File: src/rtl/accum_warp_looper_index_stage.sv
// Expands one loop command into a stream of warps, one per point of a VDIM-deep
// accumulation-offset odometer; the innermost dimension (VDIM-1) advances fastest.
module accum_warp_looper_index_stage #(
    parameter int N_CFG = 4,
    parameter int WBW   = 8,
    parameter int VDIM  = 2,
    localparam int NCFG_BW = $clog2(N_CFG + 1)
) (
    input  logic                          i_clk,
    input  logic                          i_rst,
    input  logic                          src_rdy,
    output logic                          src_ack,
    input  logic [NCFG_BW-1:0]            i_id,
    input  logic [VDIM-1:0][WBW-1:0]      i_bofs,
    input  logic [VDIM-1:0][WBW-1:0]      i_abeg,
    input  logic [VDIM-1:0][WBW-1:0]      i_aend,
    input  logic [VDIM-1:0][WBW-1:0]      i_astep,
    input  logic                          i_islast,
    output logic                          dst_rdy,
    input  logic                          dst_ack,
    output logic [NCFG_BW-1:0]            o_id,
    output logic [VDIM-1:0][WBW-1:0]      o_bofs,
    output logic [VDIM-1:0][WBW-1:0]      o_aofs,
    output logic                          o_retire,
    output logic                          o_islast
);

    typedef enum logic {S_IDLE, S_BUSY} state_t;

    state_t                     r_state;
    logic                       r_dst_rdy;
    logic [NCFG_BW-1:0]         r_id;
    logic [VDIM-1:0][WBW-1:0]   r_bofs;
    logic [VDIM-1:0][WBW-1:0]   r_aofs;
    logic [VDIM-1:0][WBW-1:0]   r_abeg;
    logic [VDIM-1:0][WBW-1:0]   r_aend;
    logic [VDIM-1:0][WBW-1:0]   r_astep;
    logic                       r_islast;

    logic [VDIM-1:0][WBW:0]     w_sum;
    logic [VDIM-1:0]            w_wrap;
    logic [VDIM-1:0][WBW-1:0]   w_aofs_next;

    // The extra sum bit keeps an overflowing aofs+step from wrapping back into range.
    for (genvar gi = 0; gi < VDIM; gi++) begin : g_dim
        logic w_en;
        assign w_sum[gi]  = {1'b0, r_aofs[gi]} + {1'b0, r_astep[gi]};
        assign w_wrap[gi] = (w_sum[gi] >= {1'b0, r_aend[gi]});
        if (gi == VDIM - 1) begin : g_inner
            assign w_en = 1'b1;
        end else begin : g_outer
            assign w_en = g_dim[gi+1].w_en & w_wrap[gi+1];
        end
        assign w_aofs_next[gi] = !w_en      ? r_aofs[gi] :
                                 w_wrap[gi] ? r_abeg[gi] : w_sum[gi][WBW-1:0];
    end

    assign src_ack  = (r_state == S_IDLE) & src_rdy;
    assign dst_rdy  = r_dst_rdy;
    assign o_id     = r_id;
    assign o_bofs   = r_bofs;
    assign o_aofs   = r_aofs;
    assign o_retire = &w_wrap;
    assign o_islast = o_retire & r_islast;

    always_ff @(posedge i_clk or negedge i_rst) begin
        if (!i_rst) begin
            r_state   <= S_IDLE;
            r_dst_rdy <= 1'b0;
            r_id      <= '0;
            r_bofs    <= '0;
            r_aofs    <= '0;
            r_abeg    <= '0;
            r_aend    <= '0;
            r_astep   <= '0;
            r_islast  <= 1'b0;
        end else begin
            case (r_state)
                S_IDLE: begin
                    if (src_rdy) begin
                        r_id      <= i_id;
                        r_bofs    <= i_bofs;
                        r_aofs    <= i_abeg;
                        r_abeg    <= i_abeg;
                        r_aend    <= i_aend;
                        r_astep   <= i_astep;
                        r_islast  <= i_islast;
                        r_dst_rdy <= 1'b1;
                        r_state   <= S_BUSY;
                    end
                end
                S_BUSY: begin
                    if (dst_ack) begin
                        if (o_retire) begin
                            r_dst_rdy <= 1'b0;
                            r_state   <= S_IDLE;
                        end else begin
                            r_aofs <= w_aofs_next;
                        end
                    end
                end
                default: r_state <= S_IDLE;
            endcase
        end
    end

endmodule

File: config.mk
export PLATFORM = sky130hd
export DESIGN_NAME = accum_warp_looper_index_stage
export DESIGN_NICKNAME = d
export VERILOG_FILES = /design/src/rtl/accum_warp_looper_index_stage.sv
export SDC_FILE = /design/constraint.sdc
export NUM_CORES = 1
export LEC_CHECK = 0
export ABC_AREA = 1
export ABC_CLOCK_PERIOD_IN_PS = 4400
export BUFFER_PORTS_ARGS = -buffer_cell sky130_fd_sc_hd__buf_2
export CAP_MARGIN = 20
export CORE_MARGIN = 3
export CORE_UTILIZATION = 59
export DETAILED_ROUTE_END_ITERATION = 7
export PLACE_DENSITY = 0.86
export RECOVER_POWER = 100
export SLEW_MARGIN = 20
export SYNTH_ARGS = -nofsm -noshare
export SYNTH_HDL_FRONTEND = slang
export SYNTH_SLANG_ARGS = --single-unit
File: constraint.sdc
create_clock -name i_clk -period 4.4 [get_ports i_clk]
set_clock_uncertainty 0.1 [all_clocks]
set_input_delay 0.66 -clock i_clk [delete_from_list [all_inputs] [get_ports i_clk]]
set_output_delay 0.66 -clock i_clk [all_outputs]
set_load 0.03 [all_outputs]
## Yosys cells after proc, flatten, opt, wreduce, memory -nomap -nowiden

Index checks and enable logic that the tools add are counted.

- Add/subtract/negate cells: 2
- Multipliers: 0
- Divide/modulo/power cells: 0
- $lt $le $gt $ge: 2
- Eq/ne operators: 5
- Shift-type cells: 0
- Mux-type cells: 15
- Bitwise gates (word level): 3
- Reduce and logical (&&, ||, !) cells: 5

Operators by type and width:

| cell | count |
|---|---|
| $mux W16 | 3 |
| $pmux W16 S2 | 1 |
| $mux W8 | 3 |
| $add A8 B8 Y9 | 2 |
| $ge A9 B8 Y1 | 2 |
| $ne A2 B2 Y1 const B | 4 |
| $mux W1 | 6 |
| $reduce_and A3 Y1 | 2 |
| $pmux W1 S2 | 2 |
| $reduce_and A2 Y1 | 2 |
| $reduce_and A4 Y1 | 1 |
| $and A1 B1 Y1 | 2 |
| $ne A2 B1 Y1 const B | 1 |
| $not A1 Y1 | 1 |

- Bits in registers: 86
- Bits in latches: 0
- Bits in writable memories: 0
- ROM bits: 0
- Logic and storage cells: 46
- Memories kept: 0

## Depth between registers and ports, before layout

Gate-level depths: netlist (run 1).

- Depth after elaboration: 7
- Depth in mapped cells: 22
- Mapped depth without buffers: 22

## Least setup slack after synthesis (run 1)

Ideal clock, no wire load.

- Path kind: flip-flop to output port
- Start: register r_aofs (netlist bit o_aofs[0])
- End: output o_islast
- Data arrival time: 2.999 ns
- Data required time: 3.640 ns
- Setup slack: 0.641 ns
- Stages on the path, launching flop included: 20
- Buffers on the path: 0
- Cells stage by stage: dfrtp_1 -> ha_1 -> fa_1 -> nand3_1 -> nand3_1 -> nand2_1 -> nand3_1 -> nand2_1 -> inv_1 -> ha_1 -> nand2_1 -> inv_1 -> nand2_1 -> nor2_1 -> nor2_1 -> nand2_1 -> nand2_1 -> nand2_4 -> nand2_1 -> nor2_1

- Cells in the longest elaborated chain, start to end: 4

RTL lines:

| what | RTL line | source |
|---|---|---|
| from (decl) | 34 | `logic [VDIM-1:0][WBW-1:0] r_aofs;` |
| from (signal assigned) | 83 | `r_aofs <= i_abeg;` |
| from (signal assigned) | 98 | `r_aofs <= w_aofs_next;` |
| $add A8 B8 Y9 | 47 | `assign w_sum[gi] = {1'b0, r_aofs[gi]} + {1'b0, r_astep[gi]};` |
| $ge A9 B8 Y1 | 48 | `assign w_wrap[gi] = (w_sum[gi] >= {1'b0, r_aend[gi]});` |
| $reduce_and A2 Y1 | 63 | `assign o_retire = &w_wrap;` |
| $and A1 B1 Y1 | 64 | `assign o_islast = o_retire & r_islast;` |
| to (decl) | 25 | `output logic o_islast` |

Every way passes these cells.

## Worst setup path in the final report (run 1)

Same ends and word-level chain as after synthesis.

==> results of run 1 <==
## worst min-delay path by stage
stage                from         end  slack (ps)
2_1_floorplan       i_rst     dst_rdy         260
3_3_place_gp    o_bofs[0]   o_bofs[0]         360
3_5_place_dp      o_id[2]     o_id[2]         360
4_1_cts           o_id[2]     o_id[2]         390
5_1_grt        i_astep[7]  r_astep[7]         400
6_report          o_id[2]     o_id[2]         390
## timing repair
action                     in CTS  in global routing
hold buffers                    0                  0
gates resized for setup         0                  1
setup endpoints to repair       0                  2
## layout by cell type (no fill, tap or decap), drive strengths merged, types with 4 or more instances in the layout
master  count
a21oi       8
buf        71
clkbuf     52
clkinv      4
dfrtp      86
ha         32
inv        83
nand2     325
nand3      45
nand3b      5
nor2       21
o21ai      34
xor2        5
## worst max-delay path, stage by stage (launching register included)
cell,delay (ps)
dfrtp_1,400
ha_1,250
fa_1,430
nand3_1,90
nand3_1,100
nand2_1,110
nand3_1,70
nand2_1,90
inv_1,40
ha_1,300
nand2_1,50
inv_1,80
nand2_1,60
nor2_1,110
nor2_1,70
nand2_1,80
nand2_2,130
nand2_4,150
nand2_1,90
nor2_1,100
clkbuf_2,210
## area by class of cell
class / count / share of cell area
multi-input cells: 482 / 0.415
inverters: 84 / 0.0553
clock inverters: 5 / 0.0145
repair buffers: 112 / 0.0907
flip-flops and latches: 86 / 0.378
clock buffers: 11 / 0.0248
well taps: 102 / 0.0224
## layer usage
layer  wire [um]  vias to the layer above
met5           0                        -
met4         292                        0
met3         753                       27
li1            -                     2257
met2        5300                      156
met1        5600                     2021
## state kept, by name (all words and copies together), names as in the netlist
name / cells
r_aend: 16
dst_rdy: 1
r_abeg: 16
o_bofs: 16
o_id: 3
r_state: 1
r_astep: 16
o_aofs: 16
r_islast: 1
## stage by stage
step	instance area (um^2)	setup TNS (ps)	utilization	hold slack (ps)	worst slack, ps
after floorplan	4930	0	-	264	641
after global placement	5550	0	0.700	359	790
after detailed placement	5550	0	0.700	362	659
after CTS	5770	0	0.728	388	274
after global routing	5700	-1.22	0.719	398	-1.22
final	5700	0	0.719	386	299
## logic make-up (layout without fill, tap and decap cells)
| logic type | after synthesis | in the layout | synth area share |
|---|---|---|---|
| compound gates | 44 | 44 | 0.0472 |
| fa+ha+maj | 34 | 34 | 0.0894 |
| simple gates | 398 | 398 | 0.337 |
| buf+inv | 102 | 212 | 0.0795 |
| xor+xnor | 6 | 6 | 0.0107 |
| flops | 86 | 86 | 0.437 |
==> impl_metrics.ini, run 1 <==
[logic_synthesis]
synth_top_area_share = 0.437
yosys.cell_types.count = 29
synth_area_leaders = dfrtp_1 (44%), nand2_1 (24%), ha_1 (8.1%)
async_reset_ff_frac = 1.00
synth_edf_count = 0
syn_nets = 776
yosysTopAreaCell = dfrtp_1
synth_most_common_cell = nand2_1
synth_seq_cells = 86
synth-warning-count = 0
yosysSeqAreaShare = 0.437
syn-cell-area_um2 = 4930
ys_top_cells_by_count = nand2_1 (320), dfrtp_1 (86), inv_1 (72), nand3_1 (42), o21ai_1 (33)
ys.flop_type = dfrtp_1
postSynthAreaPerCell_um2 = 7.36
syn_inst = 670

[floorplan]
die_area_um2 = 9490
std_cell_rows = 32
io_pins = 111
core_area_um2 = 7930
die_h_um = 97.4
die_x_um = 97.4
start_util = 0.622

[final_layout]
multiInputGateArea_um2 = 2360
areaGrowthSynthToFinish_pct = 15.6
layout.cells.non_filler = 882
layout.filler_cells = 680
final_nets = 881
ff_latch_area_um2 = 2150
n_antenna_cell = 0
drive_gt1_frac = 0.141

[setup_path]
worst-endpoint-required_ps = 3640
critPathMaxFanout = 10
arrival_ps = 3340
reg2reg_slack_ps = 700
critPathKind = reg2out
crit_end = o_islast
reg2reg_from = o_aofs[0]
reg2regPathDepth = 22
worstSetupEndpointType = primary output
setup.worst_path.start = o_aofs[0]
timing.rr.end = o_aofs[12]
critical_path.startpoint_type = flop

[drt]
drt_iter0_markers = 279
post_drt_via_cell_ratio = 5.06
drt-pass1-iter-count = 4
wl_mm = 11.9
drc_errors = 0
detail-route-antenna-nets = 0
dr_total_vias = 4461
wl_per_cell_um = 13.5

[place]
routabilityCongestion = 0.975
placed_cells_incl_taps = 866
portBuffers = 110
hpwl_mm = 8.92

[clocking]
h-tree-depth = 3
cts_buffers = 9
clock-sinks = 86
clock_latency_ps = 350
clkSlewWorstSetupHoldPaths_ps = 80
postCtsSetupRepairBufs = 0
cts_max_path_buffers = 2
root_buffer = clkbuf_8
cts_tree = yes

[global_routing]
grt_max_degree = 101
grt_use_met2 = 0.396
grt_pass1_vias = 4325
grt_pass1_wl_mm = 20.4
track_usage = 0.261
grt_use_met3 = 0.0503
busiest_layer = met2
overflow = 0
use_met1 = 0.377
antenna_found_initial = 0

[run_status]
status = complete, but fails checks
violations = max-capacitance violations, max-slew violations

[sta]
worst_pin_slew_ps = 2060
max_clock_freq_mhz = 244
period_share = 0.932
setup_viol = 0
slew_viol_final = 188
slew_headroom = -0.377
hold_viol = 0
fin_crit_ps = 4100

[run]
cap_violations = 2

[hold_path]
whs_path_depth = 2
hold_class = reg2reg
Power of run 1 is left out: the tool's default activity adds up to more than one toggle a clock period on the data nets, which glitch-free logic cannot reach.
==> inputs of run 2 (changes only) <==
RECOVER_POWER = default   (was 100)
==> run 2 against run 1 <==
Net effect: flip-flop and latch count unchanged; critical path depth unchanged; routed wire length grew 0.48%; critical path type unchanged; die area stayed put; the flow now finishes without violations; maximum frequency shrank 0.15%; global-route usage stayed put.
==> impl_metrics.ini, run 2 (synthesized netlist as in run 1, its figures left out) <==
[floorplan]
std_cell_rows = 32
die_area_um2 = 9490
die_x_um = 97.4
core_area_um2 = 7930
die_h_um = 97.4
io_pins = 111
start_util = 0.622

[global_routing]
track_usage = 0.261
antenna_found_initial = 0
overflow = 0
grt_pass1_vias = 4325
grt_pass1_wl_mm = 20.4
grt_max_degree = 101

[setup_path]
critPathMaxFanout = 10
cpMostUsedCell = nand2_1
critical_path.cell_chain = ha_1, fa_1, nand3_1, nand3_1, nand2_1, nand3_1, nand2_1, inv_1, ha_1, nand2_1, inv_1, nand2_1, nor2_1, nor2_1, nand2_1, nand2_2, nand2_4, nand2_1, nor2_1, buf_2
cp_slowest_stage_delay_ps = 430
critPathKind = reg2out
critical_path.startpoint_type = flop
critPathBufInv = 3
arrival_ps = 3350
worstSetupEndpointType = primary output
crit_family = simple AND/OR/NAND/NOR gates
cp_slowest_cell = fa_1
worst-endpoint-required_ps = 3640

[clocking]
clkSlewWorstSetupHoldPaths_ps = 90
cts_max_path_buffers = 2
root_buffer = clkbuf_8
clock-sinks = 86
clock_latency_ps = 360
postCtsSetupRepairBufs = 0
cts_buffers = 9
holdBufCountCts = 0
cts_resized = 0
cts_tree = yes
h-tree-depth = 3

[drt]
dr_total_vias = 4491
drt_iter0_markers = 261
post_drt_via_cell_ratio = 5.09
wl_mm = 12.0
wl_per_cell_um = 13.6
drc_errors = 0
drt-pass1-iter-count = 5
detail-route-antenna-nets = 0

[sta]
slew_viol_final = 0
hold_viol = 0
fin_crit_ps = 4110
max_clock_freq_mhz = 243
worst_pin_slew_ps = 935
setup_viol = 0
slew_headroom = 0.376
period_share = 0.933

[run]
cap_violations = 0

[place]
hpwl_mm = 8.92
placed_area_um2 = 5550
portBuffers = 110
routabilityCongestion = 0.975

[final_layout]
final_common_cell = nand2_1
n_antenna_cell = 0
areaGrowthSynthToFinish_pct = 17.2
final_cell_area_um2 = 5780
drive_gt1_frac = 0.196
mostFrequentLayoutCells = nand2_1 (319), buf_2 (109), dfrtp_1 (86), inv_1 (72), nand3_1 (42)
final_nets = 881

[run_status]
status = finished, final reports clean

[hold_path]
hold_class = in2async
-- run 2: changes by cell type in the layout (fill, tap and decap cells not counted), sizes merged --
| cell | delta |
|---|---|
| buf | +41 |
| clkbuf | -41 |
-- run 2: stage by stage --
stage / TNS [ps] / cells / setup slack (ps) / util / hold slack [ps]
2_1_floorplan: 0 / 670 / 641 / - / 264
3_5_place_dp: 0 / 866 / 659 / 0.700 / 362
4_1_cts: 0 / 882 / 274 / 0.728 / 388
6_report: 0 / 882 / 293 / 0.729 / 250
3_3_place_gp: 0 / 866 / 790 / 0.700 / 359
5_1_grt: -2.45 / 882 / -2.45 / 0.729 / 295
-- run 2: metal layers --
metal / vias up / wire [um] / GRT usage / part of all wire
met5: - / 0 / 0 / 0
li1: 2264 / - / - / -
met1: 2055 / 5660 / 0.377 / 0.47
met4: 0 / 295 / 0.0895 / 0.025
met2: 146 / 5350 / 0.396 / 0.45
met3: 26 / 697 / 0.0503 / 0.058
-- run 2: cell type report --
class / instances / area (um^2)
tap: 102 / 128
fill: 650 / 2150
sequential: 86 / 2150
timing repair buffer: 112 / 572
inverter: 84 / 315
multi-input combinational: 482 / 2390
clock inverter: 5 / 82.6
clock buffer: 11 / 141
-- run 2: path summary, 6_finish.rpt --
kind | from | slack (ps) | cells after the start | to
max | o_aofs[0] | 290 | 20 | o_islast
min | i_rst | 250 | 1 | o_bofs[3]
max reg2reg | o_aofs[0] | 1060 | 22 | o_aofs[11]
min reg2reg | o_id[2] | 390 | 2 | o_id[2]
max in group asynchronous | i_rst | 3440 | 1 | r_abeg[2]
min in group i_clk | o_id[2] | 390 | 2 | o_id[2]
Power of run 2 is left out for the same reason.
==> inputs of run 3 (changes only) <==
BUFFER_PORTS_ARGS = default   (was -buffer_cell sky130_fd_sc_hd__buf_2)
CORE_UTILIZATION = 60   (was 59)
DONT_BUFFER_PORTS = 1   (was default)
PLACE_DENSITY = 0.76   (was 0.86)
==> run 3 against run 2 <==
Net effect: maximum frequency rose by 0.23%; clock-buffer cell count fell by 2; critical path depth fell by 3; first-iteration DRC count fell by 25%; register-to-register slack got worse by 80 ps; sequential share of layout area rose by 3.6 points; critical path type unchanged.
==> impl_metrics.ini, run 3 (synthesized netlist as in run 1, its figures left out) <==
[setup_path]
critical_path.startpoint_type = flop
reg2reg_from = o_aofs[0]
cpMostUsedCell = nand2_1
critPathKind = reg2out
reg2regPathDepth = 23
worstSetupEndpointType = primary output
crit_family = adder cells
cp_slowest_stage_delay_ps = 500
arrival_ps = 3340
critPathBufInv = 3
critPathMaxFanout = 10
critical_path.cell_chain = ha_1, fa_1, a21oi_2, xor2_2, inv_1, ha_1, nand2_1, inv_1, nand2_1, nand2_1, nand2_1, nand2_1, nand2_2, nand2_4, nand2_1, nor2_1, buf_4
worst-endpoint-required_ps = 3640
timing.rr.end = o_aofs[8]
reg2reg_slack_ps = 980
cp_slowest_cell = dfrtp_2

[global_routing]
grt_pass1_wl_mm = 19.0
grt_pass1_vias = 3818
grt_max_degree = 87
track_usage = 0.246
overflow = 0
antenna_found_initial = 0

[hold_path]
hold_class = in2async

[drt]
drt_iter0_markers = 195
post_drt_via_cell_ratio = 5.16
drc_errors = 0
wl_per_cell_um = 14.0
drt-pass1-iter-count = 5
dr_total_vias = 4022
detail-route-antenna-nets = 0
wl_mm = 10.9

[clocking]
clock_latency_ps = 360
h-tree-depth = 3
cts_buffers = 9
cts_max_path_buffers = 2
root_buffer = clkbuf_8
clock-sinks = 86
cts_tree = yes
clkSlewWorstSetupHoldPaths_ps = 90

[place]
routabilityCongestion = 1.00
portBuffers = 0
hpwl_mm = 8.22

[floorplan]
std_cell_rows = 32
start_util = 0.628
die_x_um = 96.6
die_h_um = 96.6
io_pins = 111
core_area_um2 = 7850
die_area_um2 = 9340

[final_layout]
drive_gt1_frac = 0.0812
mostFrequentLayoutCells = nand2_1 (319), dfrtp_1 (84), inv_1 (72), nand3_1 (42), o21ai_1 (33)
areaGrowthSynthToFinish_pct = 7.13
final_common_cell = nand2_1
n_antenna_cell = 0
final_nets = 778
layout.filler_cells = 676

[sta]
slew_viol_final = 0
slew_headroom = 0.565
period_share = 0.931
timing.setup.tns_ps = 0
hold_viol = 0
worst_pin_slew_ps = 653
setup_viol = 0
rsz0062_at_grt = no
max_clock_freq_mhz = 244
fin_crit_ps = 4100

[run]
cap_violations = 0

[run_status]
status = finished, final reports clean
## run 3: final cells by class
cell class / instances / area (um^2) / area share
sequential: 86 / 2150 / 0.408
clock inverter: 7 / 72.6 / 0.0137
timing repair buffer: 9 / 87.6 / 0.0166
multi-input combinational: 482 / 2400 / 0.454
inverter: 84 / 317 / 0.0600
clock buffer: 9 / 124 / 0.0235
tap: 102 / 128 / 0.0242
## run 3: timing repair
action,4_1_cts,5_1_grt
setup endpoints to repair,0,2
setup buffers,0,4
hold endpoints to repair,86,0
resized for setup,0,5
hold buffers,1,0
## run 3: how the worst max path moves through the flow
| stage | start | end | slack [ps] | depth (start not counted) |
|---|---|---|---|---|
| finish | o_aofs[8] | o_islast | 300 | 17 |
| global route | o_aofs[8] | o_islast | 0.3 | 17 |
| CTS | o_aofs[0] | o_islast | 100 | 20 |
| detailed placement | o_aofs[8] | o_islast | 510 | 17 |
| global placement | o_aofs[8] | o_islast | 570 | 17 |
| floorplan | o_aofs[0] | o_islast | 640 | 19 |
## run 3: per-stage QoR
stage	setup WS, ps	hold WS, ps	instance area, um^2	util	cells
3_3_place_gp	573	266	5010	0.639	758
6_report	302	72.3	5280	0.673	779
4_1_cts	105	117	5240	0.667	775
5_1_grt	0.270	130	5280	0.673	779
2_1_floorplan	641	264	4930	-	670
3_5_place_dp	509	267	5010	0.639	758
## run 3: layer usage
layer	GRT usage	wire [um]	share of wire	up-vias
met5	0	0	0	-
met4	0.0788	192	0.018	0
met3	0.0598	1030	0.094	17
met2	0.338	4390	0.40	140
met1	0.381	5310	0.49	1801
li1	-	-	-	2064
Power of run 3 is left out for the same reason.
